==> config.mk <==
export PLATFORM = sky130hd
export DESIGN_NAME = control_id_ex_mem
export DESIGN_NICKNAME = d
export VERILOG_FILES = /design/src/rtl/control_id_ex_mem_pkg.sv /design/src/rtl/control_id_ex_mem_decoder.sv /design/src/rtl/control_id_ex_mem.sv
export SDC_FILE = /design/constraint.sdc
export NUM_CORES = 1
export LEC_CHECK = 0
export CAP_MARGIN = 20
export CORE_AREA = 2 2 177 179
export CTS_BUF_LIST = sky130_fd_sc_hd__clkbuf_8
export CTS_CLUSTER_DIAMETER = 30
export CTS_CLUSTER_SIZE = 30
export DETAILED_ROUTE_END_ITERATION = 10
export DIE_AREA = 0 0 179 181
export MAX_ROUTING_LAYER = met4
export PLACE_DENSITY = 0.69
export SYNTH_ARGS = -nofsm -noshare
export SYNTH_HDL_FRONTEND = slang
export SYNTH_SLANG_ARGS = --single-unit
==> constraint.sdc <==
create_clock -name clk -period 1 [get_ports clk]
set_clock_uncertainty 0.1 [all_clocks]
set_input_delay 0.2 -clock clk [delete_from_list [all_inputs] [get_ports clk]]
set_output_delay 0.2 -clock clk [all_outputs]
set_load 0.01 [all_outputs]
==> src/rtl/control_id_ex_mem_pkg.sv <==
// Shared definitions for the decode control unit and the ID/EX, EX/MEM
// pipeline registers: datapath widths, opcode map, control-field encodings
// and the control bundle carried down the pipe.
package control_id_ex_mem_pkg;

  localparam int DATA_W = 32;
  localparam int REG_W  = 5;

  // Opcode map
  localparam logic [5:0] OP_NOP   = 6'h00;
  localparam logic [5:0] OP_ADD   = 6'h01;
  localparam logic [5:0] OP_MUL   = 6'h08;
  localparam logic [5:0] OP_ADDI  = 6'h11;
  localparam logic [5:0] OP_MULI  = 6'h18;
  localparam logic [5:0] OP_LOAD  = 6'h20;
  localparam logic [5:0] OP_STORE = 6'h21;
  localparam logic [5:0] OP_MOVI  = 6'h22;
  localparam logic [5:0] OP_JUMP  = 6'h30;

  // Writeback source select
  localparam logic [1:0] M2R_MEM = 2'd0;
  localparam logic [1:0] M2R_ALU = 2'd1;
  localparam logic [1:0] M2R_IMM = 2'd2;

  // ALU B-operand select
  localparam logic ALUSRC_RD2 = 1'b0;
  localparam logic ALUSRC_IMM = 1'b1;

  // Immediate format select
  localparam logic [1:0] IMM_10 = 2'd0;
  localparam logic [1:0] IMM_15 = 2'd1;
  localparam logic [1:0] IMM_20 = 2'd2;

  // ALU op codes (register/immediate ops reuse opcode[3:0])
  localparam logic [4:0] ALU_NOP = 5'd0;
  localparam logic [4:0] ALU_ADD = 5'd1;

  // Control fields that travel with an instruction into Execute
  typedef struct packed {
    logic [1:0] mem_to_reg;
    logic       mem_write;
    logic       alu_src;
    logic [4:0] alu_control;
    logic       reg_write;
  } ctrl_t;

  // True for the ALU op slot 1..8 within a 16-opcode group
  function automatic logic is_alu_slot(input logic [3:0] lo);
    return (lo >= 4'd1) && (lo <= 4'd8);
  endfunction

endpackage

==> src/rtl/control_id_ex_mem_decoder.sv <==
// control_decoder: purely combinational opcode -> control mapping.
// Every field defaults to 0, so unknown opcodes behave as NOP.
// Ports:
//   opcode      in  decode-stage opcode
//   pc_src      out 1 = load PC with branch target
//   imm_src     out immediate format select
//   mem_to_reg  out writeback source select
//   mem_write   out data RAM write enable
//   alu_src     out ALU B-operand select
//   alu_control out ALU operation
//   reg_write   out register file write enable
module control_decoder
  import control_id_ex_mem_pkg::*;
(
  input  logic [5:0] opcode,
  output logic       pc_src,
  output logic [1:0] imm_src,
  output logic [1:0] mem_to_reg,
  output logic       mem_write,
  output logic       alu_src,
  output logic [4:0] alu_control,
  output logic       reg_write
);

  always_comb begin
    pc_src      = 1'b0;
    imm_src     = IMM_10;
    mem_to_reg  = M2R_MEM;
    mem_write   = 1'b0;
    alu_src     = ALUSRC_RD2;
    alu_control = ALU_NOP;
    reg_write   = 1'b0;
    if (opcode[5:4] == 2'b00 && is_alu_slot(opcode[3:0])) begin
      reg_write   = 1'b1;
      mem_to_reg  = M2R_ALU;
      alu_src     = ALUSRC_RD2;
      alu_control = {1'b0, opcode[3:0]};
    end else if (opcode[5:4] == 2'b01 && is_alu_slot(opcode[3:0])) begin
      reg_write   = 1'b1;
      mem_to_reg  = M2R_ALU;
      alu_src     = ALUSRC_IMM;
      imm_src     = IMM_10;
      alu_control = {1'b0, opcode[3:0]};
    end else begin
      case (opcode)
        OP_LOAD: begin
          reg_write   = 1'b1;
          mem_to_reg  = M2R_MEM;
          alu_src     = ALUSRC_IMM;
          imm_src     = IMM_15;
          alu_control = ALU_ADD;
        end
        OP_STORE: begin
          mem_write   = 1'b1;
          alu_src     = ALUSRC_IMM;
          imm_src     = IMM_15;
          alu_control = ALU_ADD;
        end
        OP_MOVI: begin
          reg_write   = 1'b1;
          mem_to_reg  = M2R_IMM;
          imm_src     = IMM_20;
        end
        OP_JUMP: begin
          pc_src      = 1'b1;
          imm_src     = IMM_20;
        end
        default: ;
      endcase
    end
  end

endmodule

==> src/rtl/control_id_ex_mem.sv <==
// Decode control unit plus ID/EX and EX/MEM pipeline registers.
// Both registers load every clock (no stall/flush) and clear asynchronously
// on rst=0, which leaves NOPs (no reg/mem writes) in both stages.
// Ports:
//   clk, rst            clock, async active-low reset
//   opcode              decode-stage opcode
//   pc_src, imm_src     combinational control for the decode/fetch stages
//   pc_count..rd        decode-stage operands
//   alu_Result          Execute-stage ALU output
//   ex_*                ID/EX register contents
//   mem_*               EX/MEM register contents
module control_id_ex_mem
  import control_id_ex_mem_pkg::*;
#(
  parameter int DW = DATA_W,
  parameter int RW = REG_W
) (
  input  logic          clk,
  input  logic          rst,
  input  logic [5:0]    opcode,
  output logic          pc_src,
  output logic [1:0]    imm_src,
  input  logic [DW-1:0] pc_count,
  input  logic [DW-1:0] RD1,
  input  logic [DW-1:0] RD2,
  input  logic [DW-1:0] signImm,
  input  logic [RW-1:0] rd,
  input  logic [DW-1:0] alu_Result,
  output logic [1:0]    ex_mem_to_reg,
  output logic          ex_mem_write,
  output logic          ex_alu_src,
  output logic [4:0]    ex_alu_control,
  output logic          ex_reg_write,
  output logic [DW-1:0] ex_pc_count,
  output logic [DW-1:0] ex_RD1,
  output logic [DW-1:0] ex_RD2,
  output logic [DW-1:0] ex_signImm,
  output logic [RW-1:0] ex_rd,
  output logic [1:0]    mem_mem_to_reg,
  output logic          mem_mem_write,
  output logic          mem_reg_write,
  output logic [DW-1:0] mem_pc_count,
  output logic [DW-1:0] mem_RD2,
  output logic [DW-1:0] mem_signImm,
  output logic [DW-1:0] mem_aluResult,
  output logic [RW-1:0] mem_rd
);

  ctrl_t w_ctrl;

  control_decoder u_dec (
    .opcode      (opcode),
    .pc_src      (pc_src),
    .imm_src     (imm_src),
    .mem_to_reg  (w_ctrl.mem_to_reg),
    .mem_write   (w_ctrl.mem_write),
    .alu_src     (w_ctrl.alu_src),
    .alu_control (w_ctrl.alu_control),
    .reg_write   (w_ctrl.reg_write)
  );

  // ID/EX
  ctrl_t         r_ex_ctrl;
  logic [DW-1:0] r_ex_pc, r_ex_rd1, r_ex_rd2, r_ex_imm;
  logic [RW-1:0] r_ex_rd;

  always_ff @(posedge clk or negedge rst) begin
    if (!rst) begin
      r_ex_ctrl <= '0;
      r_ex_pc   <= '0;
      r_ex_rd1  <= '0;
      r_ex_rd2  <= '0;
      r_ex_imm  <= '0;
      r_ex_rd   <= '0;
    end else begin
      r_ex_ctrl <= w_ctrl;
      r_ex_pc   <= pc_count;
      r_ex_rd1  <= RD1;
      r_ex_rd2  <= RD2;
      r_ex_imm  <= signImm;
      r_ex_rd   <= rd;
    end
  end

  // EX/MEM: alu_src/alu_control are consumed in Execute and not carried on
  logic [1:0]    r_mem_m2r;
  logic          r_mem_mw, r_mem_rw;
  logic [DW-1:0] r_mem_pc, r_mem_rd2, r_mem_imm, r_mem_alu;
  logic [RW-1:0] r_mem_rd;

  always_ff @(posedge clk or negedge rst) begin
    if (!rst) begin
      r_mem_m2r <= '0;
      r_mem_mw  <= 1'b0;
      r_mem_rw  <= 1'b0;
      r_mem_pc  <= '0;
      r_mem_rd2 <= '0;
      r_mem_imm <= '0;
      r_mem_alu <= '0;
      r_mem_rd  <= '0;
    end else begin
      r_mem_m2r <= r_ex_ctrl.mem_to_reg;
      r_mem_mw  <= r_ex_ctrl.mem_write;
      r_mem_rw  <= r_ex_ctrl.reg_write;
      r_mem_pc  <= r_ex_pc;
      r_mem_rd2 <= r_ex_rd2;
      r_mem_imm <= r_ex_imm;
      r_mem_alu <= alu_Result;
      r_mem_rd  <= r_ex_rd;
    end
  end

  assign ex_mem_to_reg  = r_ex_ctrl.mem_to_reg;
  assign ex_mem_write   = r_ex_ctrl.mem_write;
  assign ex_alu_src     = r_ex_ctrl.alu_src;
  assign ex_alu_control = r_ex_ctrl.alu_control;
  assign ex_reg_write   = r_ex_ctrl.reg_write;
  assign ex_pc_count    = r_ex_pc;
  assign ex_RD1         = r_ex_rd1;
  assign ex_RD2         = r_ex_rd2;
  assign ex_signImm     = r_ex_imm;
  assign ex_rd          = r_ex_rd;

  assign mem_mem_to_reg = r_mem_m2r;
  assign mem_mem_write  = r_mem_mw;
  assign mem_reg_write  = r_mem_rw;
  assign mem_pc_count   = r_mem_pc;
  assign mem_RD2        = r_mem_rd2;
  assign mem_signImm    = r_mem_imm;
  assign mem_aluResult  = r_mem_alu;
  assign mem_rd         = r_mem_rd;

endmodule

* Word level (Yosys, flattened, before mapping)
Index checks and enable logic that the tools add are counted.
** Operators by class
- Magnitude comparators :: 2
- Eq/ne operators :: 5
- Mux-type cells :: 21
- Reduce and logical (&&, ||, !) cells :: 7
** Operators by type and width (number)
- $eq A6 B6 Y1 const B :: 4
- $mux W1 :: 13
- $mux W2 :: 5
- $mux W5 :: 2
- $reduce_or A2 Y1 :: 3
- $ge A4 B1 Y1 const B :: 1
- $le A4 B4 Y1 const B :: 1
- $pmux W2 S2 :: 1
- $logic_and A1 B1 Y1 :: 3
- $eq A2 B1 Y1 const B :: 1
- $logic_not A2 Y1 :: 1
** Word-level totals
- Bits in registers :: 280
- Input bits :: 173
- Output and inout port bits :: 283
- Logic and storage cells :: 53

* Logic depth before layout (Yosys ltp)
- Word-level depth :: 5
- Depth in mapped cells :: 4
- Mapped depth without buffers :: 3

* By module
Synthesis repeated with hierarchy kept, for this count alone.
** Unflattened totals
- Cell total of the unflattened synthesis :: 310
- Area, all modules :: 7216.9 µm²
** By module, submodules not included
- control_id_ex_mem :: instances 1, cells an instance 280, area an instance 7006.7 µm², sequential area each 7006.7 µm²
- control_decoder :: instances 1, cells an instance 30, area an instance 210.2 µm², sequential area each 0.0 µm²

* Worst setup path after synthesis
No wires, ideal clock.
- Path type :: input port to output port
- Start point :: input opcode[3]
- End point :: output pc_src
- Data arrival time :: 0.905 ns
- Required time :: 0.700 ns
- Slack :: -0.205 ns
- Stages :: 3
- Buffers on the path :: 1
- Cell sequence :: buf_2 > nor3_1 > nor3b_1
** Between the ends
- Longest elaborated chain between the ends :: 5
- Elaborated cells between the ends (all ways) :: 9
- Classes of those cells :: 2 x order compare; 1 x eq/ne; 3 x mux; 3 x reduce/logical
** Ends and longest elaborated chain
- from (decl) :: line control_id_ex_mem.sv:20 : input logic [5:0] opcode,
- $ge A4 B1 Y1 or $le A4 B4 Y1 (tied branches) :: line control_id_ex_mem_pkg.sv:49 : return (lo >= 4'd1) && (lo <= 4'd8);
- $logic_and A1 B1 Y1 :: line control_id_ex_mem_pkg.sv:49
- $logic_and A1 B1 Y1 :: line control_id_ex_mem_decoder.sv:38 : end else if (opcode[5:4] == 2'b01 && is_alu_slot(opcode[3:0])) begin
- $mux W1 :: line control_id_ex_mem_decoder.sv:38
- $mux W1 * :: line control_id_ex_mem_decoder.sv:33 : if (opcode[5:4] == 2'b00 && is_alu_slot(opcode[3:0])) begin
- to (decl) :: line control_id_ex_mem.sv:21 : output logic pc_src,
Every way passes the cells marked *; elsewhere a longest branch is shown, timed or not.

* Worst setup path after layout
- Start point :: register r_ex_ctrl, in the netlist ex_mem_write
- End point :: output ex_mem_write
** RTL lines
- from (decl) :: line control_id_ex_mem.sv:63 : ctrl_t r_ex_ctrl;
- from (signal assigned) :: line control_id_ex_mem.sv:76 : r_ex_ctrl <= w_ctrl;
- to (decl) :: line control_id_ex_mem.sv:30 : output logic ex_mem_write,
No word-level cell between the ends.

==> flow_metrics.py <==
metrics = {
    "yosys": {
        "ys_top_cells_by_area": "dfrtp_1, nand2b_1, nor2_1",
        "ys_ff_latch": 279,
        "synth_nets": 483,
        "synth_sequential_area_ratio": 0.9725,
        "netlist_instances": 310,
        "yosysWarnings": 0,
        "synth_largest_area_cell": "dfrtp_1",
        "synthDominantCellAreaShare": 0.9725,
        "synthesis.area_per_instance_um2": 23.16,
        "post_synth_instance_area_um2": 7179,
        "synth.lib_cells_used.distinct": 23,
    },
    "die": {
        "coreArea_um2": 30350,
        "die_y_um": 181,
        "placementRows": 64,
        "start_util": 0.2366,
        "dieArea_um2": 32400,
        "design.portCount": 456,
        "dieWidth_um": 179,
    },
    "setup_path": {
        "cp_data_required_time_ns": 0.70,
        "cp_max_fo": 2,
        "startpoint_type": "flip-flop",
        "critical_path_arrival_ns": 1.14,
        "r2r_cells": 3,
        "regToRegEndpoint": "mem_pc_count[23]",
        "critPathCaptureType": "output pin",
        "path_class": "reg2out",
        "highest_delay_cell_along_the_critical_path": "dfrtp_1",
        "cpPeakStageDelay_ns": 0.42,
        "critical_path.cell_chain": "buf_2",
        "cpLargestDelayFamily": "flip-flops",
        "r2r_slack_ns": 0.01,
        "critical_path_buf_inv_count": 1,
        "worstReg2RegStart": "ex_pc_count[23]",
    },
    "finish": {
        "fin_nets": 1273,
        "fillers": 2417,
        "fraction_of_final_layout_cells_sized_beyond_drive_strength_1": 0.4437,
        "areaGrowthSynthToFinish_pct": 120.2,
        "layout.cells.non_filler": 1545,
    },
    "outcome": {
        "failed_checks": "hold timing, setup timing",
        "run_status": "finished, violations left",
    },
    "global_routing": {
        "grt-ovfl-total": 0,
        "grt_first_pass_wirelength_um": 38000,
        "aggregate_global_route_resource_usage": 0.1615,
        "grt_start_max_net_pins": 41,
        "via_count_of_the_first_global_routing_pass": 6751,
        "grt_antenna_before_repair": 4,
    },
    "power": {
        "power.static_leakage_nw": 7.486,
        "cellPowerDensity_nw_per_um2": 1792,
        "ir_drop_mv": 1.119,
        "p_total_mw": 28.32,
    },
    "detailed_routing": {
        "remaining_drc_errors": 0,
        "totalWireLength_um": 26780,
        "viasPerCell": 3.792,
        "detailroute.via_count": 5859,
        "detailedRoute.firstIterationViolations": 155,
        "route.detailed.wl_per_inst_um": 17.34,
        "drtPass1Iterations": 4,
        "detail-route-antenna-nets": 0,
    },
    "min_path": {
        "timing.hold.worst.class": "in2async",
    },
    "clocking": {
        "ctsRootBufferMaster": "clkbuf_8",
        "clock_pin_slew_on_the_worst_setup_and_hold_paths_ns": 0.06,
        "tritoncts": "yes",
        "cts_htree_levels": 2,
        "clock_path_buffers": 3,
        "numCtsBuffers": 55,
        "clk-insertion-delay-late_ns": 0.56,
        "clock_sink_count": 279,
    },
    "timing": {
        "finalCritPeriodShare": 1.442,
        "period_needed_ns": 1.442,
        "timing.final.ws_setup_ns": -0.4415,
        "timing.final.setup_violations": 286,
        "achievable-frequency_mhz": 693.7,
        "rsz0062_at_grt": "true",
        "whs_ns": -0.05307,
        "report.final.hold_viol_count": 8,
        "slew_limit_fails": 0,
    },
    "placement": {
        "place_hpwl_um": 17890,
        "placement.io_buffers": 454,
        "gpl.final_weighted_congestion": 0.7773,
        "placed_cells": 1215,
        "preCtsSetupSlack_ns": -1.022,
    },
    "job": {
        "cap_violations": 0,
    },
}
==> stage by stage <==
stage               hold slack [ns]  cell area [µm²]    util  TNS [ns]
global placement           -0.06544            12790  0.4214    -51.98
finish                     -0.05307            15810  0.5208   -103.06
floorplan                   -0.1956             7211       -   -0.1132
CTS                        -0.07781            15200  0.5009   -116.33
detailed placement         -0.06474            12790  0.4214    -53.67
global route               -0.07672            15810  0.5208   -121.59
==> worst max path at each step <==
stage / from / to / slack (ns) / depth (start not counted)
2_1_floorplan: opcode[2] / ex_reg_write / -0.04 / 2
3_3_place_gp: opcode[1] / pc_src / -0.99 / 4
3_5_place_dp: opcode[2] / pc_src / -1.02 / 4
4_1_cts: ex_mem_to_reg[0] / ex_mem_to_reg[0] / -0.50 / 1
5_1_grt: ex_mem_to_reg[0] / ex_mem_to_reg[0] / -0.51 / 1
6_report: ex_mem_write / ex_mem_write / -0.44 / 1
==> what timing repair did <==
action / in CTS / in global routing
setup endpoints to repair: 286 / 287
resized for setup: 1265 / 77
pin swaps: 4 / 5
buffers inserted: 35 / 17
hold buffers: 168 / 5
endpoints found under the hold margin: 447 / 14
==> cell families (layout without fill, tap and decap cells) <==
kind of cell	Yosys count	in the layout	synth area share
AO/OA/AOI/OAI	5	5	0.005753
flip-flops	279	279	0.9725
buffers and inverters	3	838	0.002265
AND/OR/NAND/NOR	20	20	0.01656
XOR/XNOR	2	2	0.002440
other	1	5	0.0005223
==> synthesized netlist by cell type <==
master	count
xnor2_1	1
and3_1	1
o22ai_1	1
and2_1	1
buf_4	1
inv_1	1
and4_1	1
and2_2	1
buf_2	1
nand2b_1	4
xor2_1	1
nor2b_1	1
dfrtp_1	279
a31oi_1	1
conb_1	1
a22o_2	1
o32ai_1	1
nor4_1	2
a32o_1	1
nor3b_1	1
nor3_1	1
or3_4	1
nor2_1	6
==> report_power, final <==
group	total [mW]	internal (mW)	switching [mW]
Clock	12.8	7.51	5.31
Sequential	12.1	11.9	0.286
Combinational	3.35	2.12	1.23
==> layout by cell type, fill, tap and decap left out, types with 2 or more instances in the layout <==
cell type,count
clkinv_2,8
clkbuf_8,62
diode_2,4
inv_1,4
buf_4,95
bufinv_16,6
clkdlybuf4s50_1,165
dlygate4sd3_1,168
nor4_4,2
buf_12,10
clkinv_4,8
dlymetal6s4s_1,3
buf_6,156
buf_2,133
nand2b_1,2
inv_6,9
clkinvlp_4,6
dfrtp_1,279
buf_8,4
nand2b_4,2
nor2_1,6
==> final cells by class <==
| cell class | instances | area (µm²) | share of cell area |
|---|---|---|---|
| sequential | 279 | 6982 | 0.4417 |
| timing repair buffer | 735 | 6779 | 0.4289 |
| clock buffer | 62 | 853.3 | 0.05399 |
| tap | 396 | 495.5 | 0.03135 |
| clock inverter | 40 | 425.4 | 0.02691 |
| multi-input combinational | 28 | 257.7 | 0.01631 |
| antenna | 4 | 10.01 | 0.0006333 |
| inverter | 1 | 3.754 | 0.0002375 |
==> routing by layer <==
| layer | routed length, µm | vias up | track usage |
|---|---|---|---|
| met2 | 14530 | 320 | 0.2886 |
| met1 | 8717 | 2876 | 0.1563 |
| li1 | - | 2595 | - |
| met4 | 992 | 0 | 0.07057 |
| met5 | 0 | - | - |
| met3 | 2542 | 68 | 0.05450 |
No activity file was read; power rests on OpenSTA's default activity.
